## src/rtl/mips_multicycle_ctrl_pkg.sv

```systemverilog
// Shared definitions for the multi-cycle MIPS sequencer: state codes, opcode/funct
// constants, control-field encodings and the bundled strobe struct.
package mips_multicycle_ctrl_pkg;

    localparam int STATE_W = 4;

    typedef enum logic [STATE_W-1:0] {
        S_FETCH     = 4'd0,
        S_DECODE    = 4'd1,
        S_MEM_ADDR  = 4'd2,
        S_MEM_READ  = 4'd3,
        S_MEM_WB    = 4'd4,
        S_MEM_WRITE = 4'd5,
        S_R_EXEC    = 4'd6,
        S_R_WB      = 4'd7,
        S_BRANCH    = 4'd8,
        S_JUMP      = 4'd9,
        S_IMM_EXEC  = 4'd10,
        S_IMM_WB    = 4'd11,
        S_JR        = 4'd12,
        S_JAL       = 4'd13
    } state_t;

    localparam logic [5:0] OP_RTYPE = 6'd0;
    localparam logic [5:0] OP_J     = 6'd2;
    localparam logic [5:0] OP_JAL   = 6'd3;
    localparam logic [5:0] OP_BEQ   = 6'd4;
    localparam logic [5:0] OP_BNE   = 6'd5;
    localparam logic [5:0] OP_ADDI  = 6'd8;
    localparam logic [5:0] OP_ORI   = 6'd13;
    localparam logic [5:0] OP_LW    = 6'd35;
    localparam logic [5:0] OP_SW    = 6'd43;
    localparam logic [5:0] FUNCT_JR = 6'd8;

    localparam logic [2:0] ALU_ADD   = 3'b000;
    localparam logic [2:0] ALU_SUB   = 3'b001;
    localparam logic [2:0] ALU_FUNCT = 3'b010;
    localparam logic [2:0] ALU_OR    = 3'b011;

    localparam logic [1:0] RD_RT = 2'b00;
    localparam logic [1:0] RD_RD = 2'b01;
    localparam logic [1:0] RD_RA = 2'b10;

    localparam logic [1:0] M2R_ALU = 2'b00;
    localparam logic [1:0] M2R_MDR = 2'b01;
    localparam logic [1:0] M2R_PC  = 2'b10;

    localparam logic [1:0] SRCB_RT     = 2'b00;
    localparam logic [1:0] SRCB_FOUR   = 2'b01;
    localparam logic [1:0] SRCB_IMM    = 2'b10;
    localparam logic [1:0] SRCB_IMMSH2 = 2'b11;

    localparam logic [1:0] PC_ALU    = 2'b00;
    localparam logic [1:0] PC_ALUOUT = 2'b01;
    localparam logic [1:0] PC_JUMP   = 2'b10;
    localparam logic [1:0] PC_RS     = 2'b11;

    typedef struct packed {
        logic       pc_write;
        logic       iord;
        logic       mem_read;
        logic       mem_write;
        logic       ir_write;
        logic [1:0] reg_dst;
        logic [1:0] mem_to_reg;
        logic       reg_write;
        logic       alu_src_a;
        logic [1:0] alu_src_b;
        logic [2:0] alu_op;
        logic [1:0] pc_src;
        logic       illegal_op;
    } ctrl_t;

    function automatic logic op_supported(input logic [5:0] op);
        return (op == OP_RTYPE) || (op == OP_J)    || (op == OP_JAL) ||
               (op == OP_BEQ)   || (op == OP_BNE)  || (op == OP_ADDI) ||
               (op == OP_ORI)   || (op == OP_LW)   || (op == OP_SW);
    endfunction

endpackage

```

## src/rtl/mips_multicycle_ctrl_if.sv

```systemverilog
// Control bus between the multi-cycle sequencer (master) and the datapath (slave).
// MULTI_MEM_WAIT_EN adds the memReady handshake from memory.
interface mips_multicycle_ctrl_if;
    import mips_multicycle_ctrl_pkg::*;

    logic [5:0]         opcode;
    logic [5:0]         funct;
    logic               aluZero;
`ifdef MULTI_MEM_WAIT_EN
    logic               memReady;
`endif
    logic               pcWrite;
    logic               iorD;
    logic               memRead;
    logic               memWrite;
    logic               irWrite;
    logic [1:0]         regDst;
    logic [1:0]         memToReg;
    logic               regWrite;
    logic               aluSrcA;
    logic [1:0]         aluSrcB;
    logic [2:0]         aluOp;
    logic [1:0]         pcSrc;
    logic               illegalOp;
    logic [STATE_W-1:0] state;

`ifdef MULTI_MEM_WAIT_EN
    modport master (
        input  opcode, funct, aluZero, memReady,
        output pcWrite, iorD, memRead, memWrite, irWrite, regDst, memToReg,
               regWrite, aluSrcA, aluSrcB, aluOp, pcSrc, illegalOp, state
    );
    modport slave (
        output opcode, funct, aluZero, memReady,
        input  pcWrite, iorD, memRead, memWrite, irWrite, regDst, memToReg,
               regWrite, aluSrcA, aluSrcB, aluOp, pcSrc, illegalOp, state
    );
`else
    modport master (
        input  opcode, funct, aluZero,
        output pcWrite, iorD, memRead, memWrite, irWrite, regDst, memToReg,
               regWrite, aluSrcA, aluSrcB, aluOp, pcSrc, illegalOp, state
    );
    modport slave (
        output opcode, funct, aluZero,
        input  pcWrite, iorD, memRead, memWrite, irWrite, regDst, memToReg,
               regWrite, aluSrcA, aluSrcB, aluOp, pcSrc, illegalOp, state
    );
`endif

endinterface

```

## src/rtl/mips_multicycle_ctrl_decode.sv

```systemverilog
// State -> control strobe decode for the multi-cycle sequencer (Moore, except the
// branch PC load and illegalOp). MULTI_MEM_WAIT_EN gates FETCH loads on memReady.
module mips_multicycle_ctrl_decode
    import mips_multicycle_ctrl_pkg::*;
(
    input  logic       reset,
    input  state_t     state,
    input  logic [5:0] opcode,
    input  logic       alu_zero,
`ifdef MULTI_MEM_WAIT_EN
    input  logic       mem_ready,
`endif
    output ctrl_t      ctrl
);

    logic fetch_load;

`ifdef MULTI_MEM_WAIT_EN
    assign fetch_load = mem_ready;
`else
    assign fetch_load = 1'b1;
`endif

    always_comb begin
        ctrl = '0;
        if (!reset) begin
            case (state)
                S_FETCH: begin
                    ctrl.mem_read  = 1'b1;
                    ctrl.ir_write  = fetch_load;
                    ctrl.pc_write  = fetch_load;
                    ctrl.alu_src_b = SRCB_FOUR;
                    ctrl.alu_op    = ALU_ADD;
                    ctrl.pc_src    = PC_ALU;
                end
                S_DECODE: begin
                    // Branch target is computed speculatively into ALUOut here.
                    ctrl.alu_src_b  = SRCB_IMMSH2;
                    ctrl.alu_op     = ALU_ADD;
                    ctrl.illegal_op = !op_supported(opcode);
                end
                S_MEM_ADDR: begin
                    ctrl.alu_src_a = 1'b1;
                    ctrl.alu_src_b = SRCB_IMM;
                    ctrl.alu_op    = ALU_ADD;
                end
                S_MEM_READ: begin
                    ctrl.iord     = 1'b1;
                    ctrl.mem_read = 1'b1;
                end
                S_MEM_WB: begin
                    ctrl.reg_dst    = RD_RT;
                    ctrl.mem_to_reg = M2R_MDR;
                    ctrl.reg_write  = 1'b1;
                end
                S_MEM_WRITE: begin
                    ctrl.iord      = 1'b1;
                    ctrl.mem_write = 1'b1;
                end
                S_R_EXEC: begin
                    ctrl.alu_src_a = 1'b1;
                    ctrl.alu_src_b = SRCB_RT;
                    ctrl.alu_op    = ALU_FUNCT;
                end
                S_R_WB: begin
                    ctrl.reg_dst    = RD_RD;
                    ctrl.mem_to_reg = M2R_ALU;
                    ctrl.reg_write  = 1'b1;
                end
                S_BRANCH: begin
                    ctrl.alu_src_a = 1'b1;
                    ctrl.alu_src_b = SRCB_RT;
                    ctrl.alu_op    = ALU_SUB;
                    ctrl.pc_src    = PC_ALUOUT;
                    ctrl.pc_write  = (opcode == OP_BEQ) ? alu_zero : !alu_zero;
                end
                S_JUMP: begin
                    ctrl.pc_src   = PC_JUMP;
                    ctrl.pc_write = 1'b1;
                end
                S_IMM_EXEC: begin
                    ctrl.alu_src_a = 1'b1;
                    ctrl.alu_src_b = SRCB_IMM;
                    ctrl.alu_op    = (opcode == OP_ORI) ? ALU_OR : ALU_ADD;
                end
                S_IMM_WB: begin
                    ctrl.reg_dst    = RD_RT;
                    ctrl.mem_to_reg = M2R_ALU;
                    ctrl.reg_write  = 1'b1;
                end
                S_JR: begin
                    ctrl.pc_src   = PC_RS;
                    ctrl.pc_write = 1'b1;
                end
                S_JAL: begin
                    // PC already advanced in FETCH, so the link value is PC+4.
                    ctrl.reg_dst    = RD_RA;
                    ctrl.mem_to_reg = M2R_PC;
                    ctrl.reg_write  = 1'b1;
                    ctrl.pc_src     = PC_JUMP;
                    ctrl.pc_write   = 1'b1;
                end
                default: ctrl = '0;
            endcase
        end
    end

endmodule

```

## src/rtl/mips_multicycle_ctrl.sv

```systemverilog
// Multi-cycle MIPS control sequencer: state register plus next-state logic.
// Build option MULTI_MEM_WAIT_EN stretches memory states until memReady.
module mips_multicycle_ctrl
    import mips_multicycle_ctrl_pkg::*;
(
    input  logic                   clk,
    input  logic                   reset,
    mips_multicycle_ctrl_if.master bus
);

    state_t state_reg;
    state_t state_next;
    ctrl_t  ctrl;
    logic   mem_ready;

`ifdef MULTI_MEM_WAIT_EN
    assign mem_ready = bus.memReady;
`else
    assign mem_ready = 1'b1;
`endif

    always_ff @(posedge clk) begin
        if (reset) begin
            state_reg <= S_FETCH;
        end else begin
            state_reg <= state_next;
        end
    end

    always_comb begin
        state_next = S_FETCH;
        case (state_reg)
            S_FETCH:     state_next = mem_ready ? S_DECODE : S_FETCH;
            S_DECODE: begin
                case (bus.opcode)
                    OP_RTYPE:       state_next = (bus.funct == FUNCT_JR) ? S_JR : S_R_EXEC;
                    OP_BEQ, OP_BNE: state_next = S_BRANCH;
                    OP_LW, OP_SW:   state_next = S_MEM_ADDR;
                    OP_ADDI, OP_ORI: state_next = S_IMM_EXEC;
                    OP_J:           state_next = S_JUMP;
                    OP_JAL:         state_next = S_JAL;
                    default:        state_next = S_FETCH;
                endcase
            end
            S_MEM_ADDR:  state_next = (bus.opcode == OP_LW) ? S_MEM_READ : S_MEM_WRITE;
            S_MEM_READ:  state_next = mem_ready ? S_MEM_WB : S_MEM_READ;
            S_MEM_WRITE: state_next = mem_ready ? S_FETCH : S_MEM_WRITE;
            S_R_EXEC:    state_next = S_R_WB;
            S_IMM_EXEC:  state_next = S_IMM_WB;
            default:     state_next = S_FETCH;
        endcase
    end

    mips_multicycle_ctrl_decode u_decode (
        .reset     (reset),
        .state     (state_reg),
        .opcode    (bus.opcode),
        .alu_zero  (bus.aluZero),
`ifdef MULTI_MEM_WAIT_EN
        .mem_ready (mem_ready),
`endif
        .ctrl      (ctrl)
    );

    assign bus.pcWrite   = ctrl.pc_write;
    assign bus.iorD      = ctrl.iord;
    assign bus.memRead   = ctrl.mem_read;
    assign bus.memWrite  = ctrl.mem_write;
    assign bus.irWrite   = ctrl.ir_write;
    assign bus.regDst    = ctrl.reg_dst;
    assign bus.memToReg  = ctrl.mem_to_reg;
    assign bus.regWrite  = ctrl.reg_write;
    assign bus.aluSrcA   = ctrl.alu_src_a;
    assign bus.aluSrcB   = ctrl.alu_src_b;
    assign bus.aluOp     = ctrl.alu_op;
    assign bus.pcSrc     = ctrl.pc_src;
    assign bus.illegalOp = ctrl.illegal_op;
    assign bus.state     = reset ? '0 : state_reg;

endmodule

```

## src/flat_wrapper.sv

```systemverilog
// flat-port wrapper written by rule: the top's interface ports become plain ports
module mips_multicycle_ctrl_flat import mips_multicycle_ctrl_pkg::*;
  (clk, reset, bus_opcode, bus_funct, bus_aluZero, bus_pcWrite, bus_iorD, bus_memRead, bus_memWrite, bus_irWrite, bus_regDst, bus_memToReg, bus_regWrite, bus_aluSrcA, bus_aluSrcB, bus_aluOp, bus_pcSrc, bus_illegalOp, bus_state);
  mips_multicycle_ctrl_if bus_i ();
  input  logic clk;
  input  logic reset;
  input wire logic [$bits(bus_i.opcode)-1:0] bus_opcode;
  input wire logic [$bits(bus_i.funct)-1:0] bus_funct;
  input wire logic [$bits(bus_i.aluZero)-1:0] bus_aluZero;
  output wire logic [$bits(bus_i.pcWrite)-1:0] bus_pcWrite;
  output wire logic [$bits(bus_i.iorD)-1:0] bus_iorD;
  output wire logic [$bits(bus_i.memRead)-1:0] bus_memRead;
  output wire logic [$bits(bus_i.memWrite)-1:0] bus_memWrite;
  output wire logic [$bits(bus_i.irWrite)-1:0] bus_irWrite;
  output wire logic [$bits(bus_i.regDst)-1:0] bus_regDst;
  output wire logic [$bits(bus_i.memToReg)-1:0] bus_memToReg;
  output wire logic [$bits(bus_i.regWrite)-1:0] bus_regWrite;
  output wire logic [$bits(bus_i.aluSrcA)-1:0] bus_aluSrcA;
  output wire logic [$bits(bus_i.aluSrcB)-1:0] bus_aluSrcB;
  output wire logic [$bits(bus_i.aluOp)-1:0] bus_aluOp;
  output wire logic [$bits(bus_i.pcSrc)-1:0] bus_pcSrc;
  output wire logic [$bits(bus_i.illegalOp)-1:0] bus_illegalOp;
  output wire logic [$bits(bus_i.state)-1:0] bus_state;
  assign bus_i.opcode = bus_opcode;
  assign bus_i.funct = bus_funct;
  assign bus_i.aluZero = bus_aluZero;
  assign bus_pcWrite = bus_i.pcWrite;
  assign bus_iorD = bus_i.iorD;
  assign bus_memRead = bus_i.memRead;
  assign bus_memWrite = bus_i.memWrite;
  assign bus_irWrite = bus_i.irWrite;
  assign bus_regDst = bus_i.regDst;
  assign bus_memToReg = bus_i.memToReg;
  assign bus_regWrite = bus_i.regWrite;
  assign bus_aluSrcA = bus_i.aluSrcA;
  assign bus_aluSrcB = bus_i.aluSrcB;
  assign bus_aluOp = bus_i.aluOp;
  assign bus_pcSrc = bus_i.pcSrc;
  assign bus_illegalOp = bus_i.illegalOp;
  assign bus_state = bus_i.state;
  mips_multicycle_ctrl u_core (.clk(clk), .reset(reset), .bus(bus_i));
endmodule
```

## config.mk

```make
export PLATFORM = sky130hd
export DESIGN_NAME = mips_multicycle_ctrl_flat
export DESIGN_NICKNAME = d
export VERILOG_FILES = /design/src/rtl/mips_multicycle_ctrl_pkg.sv /design/src/rtl/mips_multicycle_ctrl_if.sv /design/src/rtl/mips_multicycle_ctrl_decode.sv /design/src/rtl/mips_multicycle_ctrl.sv /design/src/flat_wrapper.sv
export SDC_FILE = /design/constraint.sdc
export NUM_CORES = 1
export LEC_CHECK = 0
export ABC_AREA = 1
export CAP_MARGIN = 10
export CORE_MARGIN = 8
export CORE_UTILIZATION = 42
export DETAILED_ROUTE_END_ITERATION = 16
export GPL_TIMING_DRIVEN = 0
export PLACE_DENSITY = 0.85
export SLEW_MARGIN = 20
export SYNTH_ARGS = -nofsm -noshare
export SYNTH_HDL_FRONTEND = slang
export SYNTH_SLANG_ARGS = --single-unit
```

## constraint.sdc

```tcl
create_clock -name clk -period 3.2 [get_ports clk]
set_clock_uncertainty 0.05 [all_clocks]
set_input_delay 0.48 -clock clk [delete_from_list [all_inputs] [get_ports clk]]
set_output_delay 0.48 -clock clk [all_outputs]
set_load 0.02 [all_outputs]
```

==> results of run 1 <==
[how the worst min path moves through the flow]
| stage | end | cells after the start | slack (ns) |
|---|---|---|---|
| 2_1_floorplan | u_core.state_reg[1] | 4 | 0.65 |
| 3_3_place_gp | u_core.state_reg[3] | 4 | 0.71 |
| 3_5_place_dp | u_core.state_reg[1] | 4 | 0.72 |
| 4_1_cts | u_core.state_reg[1] | 4 | 0.73 |
| 5_1_grt | u_core.state_reg[3] | 4 | 0.78 |
| 6_report | u_core.state_reg[1] | 4 | 0.73 |
[Yosys cell counts, types with 2 or more instances]
cell type  count  area [sq um]
nand3_2        2          20.0
nand3_1        6          30.0
nor3_2         2          20.0
inv_1         16          60.1
buf_4          2          15.0
nand2_2        3          18.8
a21oi_1        6          30.0
o21ai_1        3          15.0
nor2_1        21          78.8
nor2_4         6          67.6
nor3_1         2          10.0
nand4_1        3          18.8
dfxtp_1        4          80.1
nor2_2         8          50.1
a21oi_2        4          35.0
nand2_1       21          78.8
inv_2         10          37.5
[metrics by stage]
step,utilization (%),worst slack [ns]
final,67.6,0.383
after global routing,67.6,0.240
after CTS,67.6,0.374
after detailed placement,66.3,0.375
after global placement,66.3,0.420
after floorplan,-,1.35
[cells by family (layout without fill, tap and decap cells)]
kind of cell,Yosys count,in the layout,share of synthesized area (%)
other cells,1,1,0.517
compound gates,16,16,14.0
simple gates,76,76,56.6
flops,4,4,11.0
buf+inv,30,69,16.7
xor+xnor,1,1,1.21
[cells in the final DEF, fill, tap and decap left out, types with 2 or more instances in the layout]
| cell type | n |
|---|---|
| nand2_2 | 3 |
| o21ai_1 | 3 |
| nor3_1 | 2 |
| a21oi_1 | 6 |
| nor2_1 | 21 |
| buf_4 | 2 |
| inv_1 | 16 |
| nand4_1 | 3 |
| nand3_1 | 6 |
| clkbuf_4 | 3 |
| nor3_2 | 2 |
| nor2_2 | 8 |
| inv_2 | 10 |
| nor2_4 | 6 |
| nand2_1 | 21 |
| nand3_2 | 2 |
| a21oi_2 | 4 |
| dfxtp_1 | 4 |
| clkdlybuf4s50_1 | 36 |
[routing by layer]
layer | GRT usage (%) | vias up | part of all wire, %
met4 | 7.50 | 0 | 2.2
met2 | 28.5 | 40 | 52
met3 | 4.26 | 9 | 8.5
met1 | 14.2 | 406 | 38
met5 | 0 | - | 0
li1 | - | 472 | -
[layout make-up]
type | count | area [sq um]
timing repair buffer | 36 | 360
inverter | 26 | 97.6
clock buffer | 3 | 22.5
multi-input combinational | 94 | 524
buffer | 4 | 23.8
fill | 153 | 541
tap | 17 | 21.3
sequential | 4 | 80.1
[worst register-to-register path, cell delays in order, from the launching register on]
cell,delay [ns]
dfxtp_1,0.52
nor2_1,0.15
nand2_1,0.18
o21ai_1,0.09
nor2_1,0.09
nor2_1,0.04
[report_power, final]
part | switching [mW] | leakage [nW] | total (mW) | internal [mW]
clock | 0.0284 | 0.0138 | 0.0708 | 0.0425
sequential | 0.00300 | 0.0326 | 0.0548 | 0.0518
combinational | 0.0535 | 0.449 | 0.0966 | 0.0430
total | 0.0849 | 0.495 | 0.222 | 0.137
==> flow_summary.toml, run 1 <==
[status]
status = "finished clean"

[job]
maxCapViolCount = 0

[placed_design]
placed_cell_area_sq_um = 1110
place_inst = 181
portBuffers = 36
gp_congestion = 0.913
hpwl_mm = 1.97

[critical_path]
cp_max_fo = 5
cp.buffers_inverters = 3
critical_path.startpoint = "bus_opcode[2]"
cp_num_cells = 8
r2r_start = "u_core.state_reg[1]"
critPathMaxStageDelay_ns = 0.62
required_ns = 2.67
cp_cell_sequence = "clkdlybuf4s50_1, inv_2, nor2_2, nand3_2, nor2_1, xor2_1, o21bai_1, clkdlybuf4s50_1"
cp-end-kind = "output pin"
cp.arrival_ns = 2.29
slowest_stage = "clkdlybuf4s50_1"
critPathKind = "primary input to output pin"
cp-start-kind = "primary input"
cp_common_cell = "clkdlybuf4s50_1"
endpoint = "bus_pcWrite"
reg2reg_setup_slack_ns = 1.94
rr_endpoint = "u_core.state_reg[0]"
worstRegToRegCells = 5
cp_top_family = "buffers and inverters"

[global_route]
grt_pass1_wl_mm = 4.08
grt_pass1_vias = 981
grt-ovfl-total = 0
grt_max_degree = 11
grt_usage_pct = 15.0
antenna_found_initial = 0

[timing]
rsz0062_at_grt = "false"
finalSetupViolCount = 0
hold_viol = 0
drv_slew = 0
whs_ns = 0.734
fin_crit_sh_pct = 88.0
post-route-min-period_ns = 2.82
tns_ns = 0
max_freq_ghz = 0.355

[yosys]
yosys_warnings = 0
syn_area_per_cell_sq_um = 5.67
ys_seq_area_share_pct = 11.0
ys_seq_elements = 4
synth_edf_count = 0
syn-cell-area_sq_um = 726
syn_inst = 128
async_flop_share_pct = 0
yosysUniqueCellTypes = 26
ys.flop_type = "dfxtp_1"
syn-num-nets = 143

[clocking]
htreeDepth = 1
clk_pin_slew_ns = 0.04
cts_buffers = 3
cts-resized-gates = 0
clk_latency_ns = 0.25
postCtsSetupBuffers = 0
cts_tree = "yes"
postCtsHoldBufs = 0
root_buffer = "clkbuf_4"
clkSinkCount = 4
clockBufferDepth = 2

[power_and_ir_drop]
power_uw = 222
peakVddDrop_mv = 0.108
power.density_nw_per_um2 = 197
leakagePower_nw = 0.495

[worst_hold_path]
hold_path.class = "flop to flop"
hp-start = "u_core.state_reg[2]"

[final_layout]
n_antenna_cell = 0
drive_above_1_share_pct = 25.1
largest_register_ffs = 4
syn_to_final_growth_pct = 55.7
fin_nets = 184
final_cell_count_no_fill = 184
fin_area_sq_um = 1130

[drt]
ant_nets = 0
dr.first_iter.drc_count = 13
drc_errors = 0
vias = 927
wl_mm = 2.28
dr.pass1.iters = 4
viasPerCell = 5.04
wl_per_cell_um = 12.4

[die]
row_count = 15
die-area_sq_um = 3310
die_y_um = 57.6
coreArea_sq_um = 1670
ios = 38
initial_core_util_pct = 43.4
die_w_um = 57.6
No activity file was read; power rests on OpenSTA's default activity.
==> inputs of run 2 (changes only) <==
CTS_CLUSTER_DIAMETER = 120   (was not set)
==> results of run 2 <==
The final DEF is identical to that of run 1; final timing and power are the same.
==> inputs of run 3 (changes only) <==
CTS_CLUSTER_DIAMETER = 50   (was 120)
REMOVE_ABC_BUFFERS = 1   (was not set)
==> run 3 against run 2 <==
Compared with the run above: sequential power is 0.7% lower; wire length is 13% lower; count of clock-buffer cells in the layout unchanged; final cell count decreased by 2.2%; clock power is 14% lower; critical path type unchanged; highest routed layer unchanged.
==> flow_summary.toml, run 3 (synthesized netlist as in run 1, its figures left out) <==
[global_route]
grt_usage_pct = 12.6
antenna_found_initial = 0
gr-usage-met1_pct = 13.2
top_usage_layer = "met2"
grt_pass1_vias = 843
grt-ovfl-total = 0
grt_pass1_wl_mm = 3.51
use_met2_pct = 22.2
grt_max_degree = 24
use_met3_pct = 5.16

[timing]
max_freq_ghz = 0.356
post-route-min-period_ns = 2.81
rsz0062_at_grt = "false"
tns_ns = 0
drv_slew = 0
finalSetupViolCount = 0
relSlewSlack_pct = 47.2
fin_crit_sh_pct = 87.9
worst_pin_slew_ns = 0.791
hold_viol = 0

[final_layout]
fillers = 161
layout_commonest_cell = "clkdlybuf4s50_1"
fin_area_sq_um = 1110
syn_to_final_growth_pct = 52.8
drive_above_1_share_pct = 23.9
final_cell_count_no_fill = 180
largest_register_ffs = 4
n_antenna_cell = 0
layout_common_cells = "clkdlybuf4s50_1, nand2_1, nor2_1"
fin_nets = 180

[job]
maxCapViolCount = 0

[clocking]
clockBufferDepth = 2
cts_buffers = 3
clk_pin_slew_ns = 0.03
root_buffer = "clkbuf_4"
cts-resized-gates = 0
postCtsHoldBufs = 0
postCtsSetupBuffers = 0
clkSinkCount = 4
htreeDepth = 1
cts_tree = "yes"
clk_latency_ns = 0.23

[worst_hold_path]
hold_depth = 4
hp-start = "u_core.state_reg[1]"
hold_path.class = "flop to flop"

[critical_path]
cp_common_cell = "clkdlybuf4s50_1"
r2r_start = "u_core.state_reg[1]"
cp-start-kind = "primary input"
cp-end-kind = "output pin"
required_ns = 2.67
critical_path.startpoint = "bus_opcode[2]"
rr_endpoint = "u_core.state_reg[0]"
cp.arrival_ns = 2.28
slowest_stage = "clkdlybuf4s50_1"
cp_max_fo = 5
reg2reg_setup_slack_ns = 1.98
critPathKind = "primary input to output pin"
cp_cell_sequence = "clkdlybuf4s50_1, inv_2, nor2_2, nand3_2, nor2_1, xor2_1, o21bai_1, clkdlybuf4s50_1"
worstRegToRegCells = 5
endpoint = "bus_pcWrite"
critPathMaxStageDelay_ns = 0.62

[status]
status = "finished clean"

[die]
coreArea_sq_um = 1670
die-area_sq_um = 3310
initial_core_util_pct = 43.4
die_y_um = 57.6
row_count = 15
die_w_um = 57.6
ios = 38

[power_and_ir_drop]
swShare_pct = 35.0
p_sw_uw = 72.8
peakVddDrop_mv = 0.114
leakagePower_nw = 0.488
intPower_uw = 135
p_clk_share_pct = 29.2
power.density_nw_per_um2 = 188
p_seq_share_pct = 26.1
p_comb_share_pct = 44.7

[placed_design]
placed_cell_area_sq_um = 1080
hpwl_mm = 1.71
portBuffers = 36
place_inst = 177
gp_congestion = 0.906

[drt]
wl_mm = 1.97
viasPerCell = 4.89
wl_per_cell_um = 10.9
dr.first_iter.drc_count = 14
ant_nets = 0
vias = 880
drc_errors = 0
dr.pass1.iters = 4
==> run 3: cell count changes in the layout (fill, tap and decap cells not counted), sizes merged <==
| cell | change |
|---|---|
| clkdlybuf4s50 | -1 |
| buf | -3 |
| clkbuf | -1 |
| dlymetal6s2s | +1 |
==> run 3: worst max-delay path, delay by kind of cell <==
family	cells	cell delay, ns
AO/OA/AOI/OAI	1	0.12
AND/OR/NAND/NOR	3	0.31
XOR/XNOR	1	0.08
buffers and inverters	3	1.29
==> run 3: worst min-delay path by stage <==
| stage | end | slack (ns) |
|---|---|---|
| 6_report | u_core.state_reg[3] | 0.72 |
| 5_1_grt | u_core.state_reg[3] | 0.75 |
| 4_1_cts | u_core.state_reg[3] | 0.71 |
| 3_5_place_dp | u_core.state_reg[3] | 0.70 |
| 3_3_place_gp | u_core.state_reg[3] | 0.69 |
| 2_1_floorplan | u_core.state_reg[1] | 0.49 |
==> run 3: layout make-up <==
class	instances	area, sq um	share of cell area (%)
multi-input cells	94	524	47.3
inverters	26	97.6	8.80
clock buffers	3	22.5	2.03
flip-flops and latches	4	80.1	7.22
repair buffers	36	363	32.7
well taps	17	21.3	1.92
==> run 3: through the flow <==
step / util (%) / setup slack (ns) / hold slack (ns) / total power [mW]
6_report: 66.4 / 0.389 / 0.715 / 0.208
5_1_grt: 66.4 / 0.232 / 0.747 / 0.227
4_1_cts: 66.2 / 0.108 / 0.714 / 0.210
3_5_place_dp: 64.9 / 0.126 / 0.702 / 0.148
3_3_place_gp: 64.9 / 0.104 / 0.693 / 0.147
2_1_floorplan: - / 1.35 / 0.492 / 0.101
==> run 3: power groups by stage <==
stage	logic, mW	clock network, mW	registers (mW)
6_report	0.0930	0.0607	0.0544
5_1_grt	0.102	0.0699	0.0545
4_1_cts	0.0936	0.0622	0.0543
3_5_place_dp	0.0933	0	0.0551
3_3_place_gp	0.0920	0	0.0550
2_1_floorplan	0.0465	0	0.0546
==> run 3: metal layers <==
layer / vias to the layer above / wire length (um)
li1: 465 / -
met1: 372 / 790
met5: - / 0
met4: 0 / 23
met3: 4 / 185
met2: 39 / 969
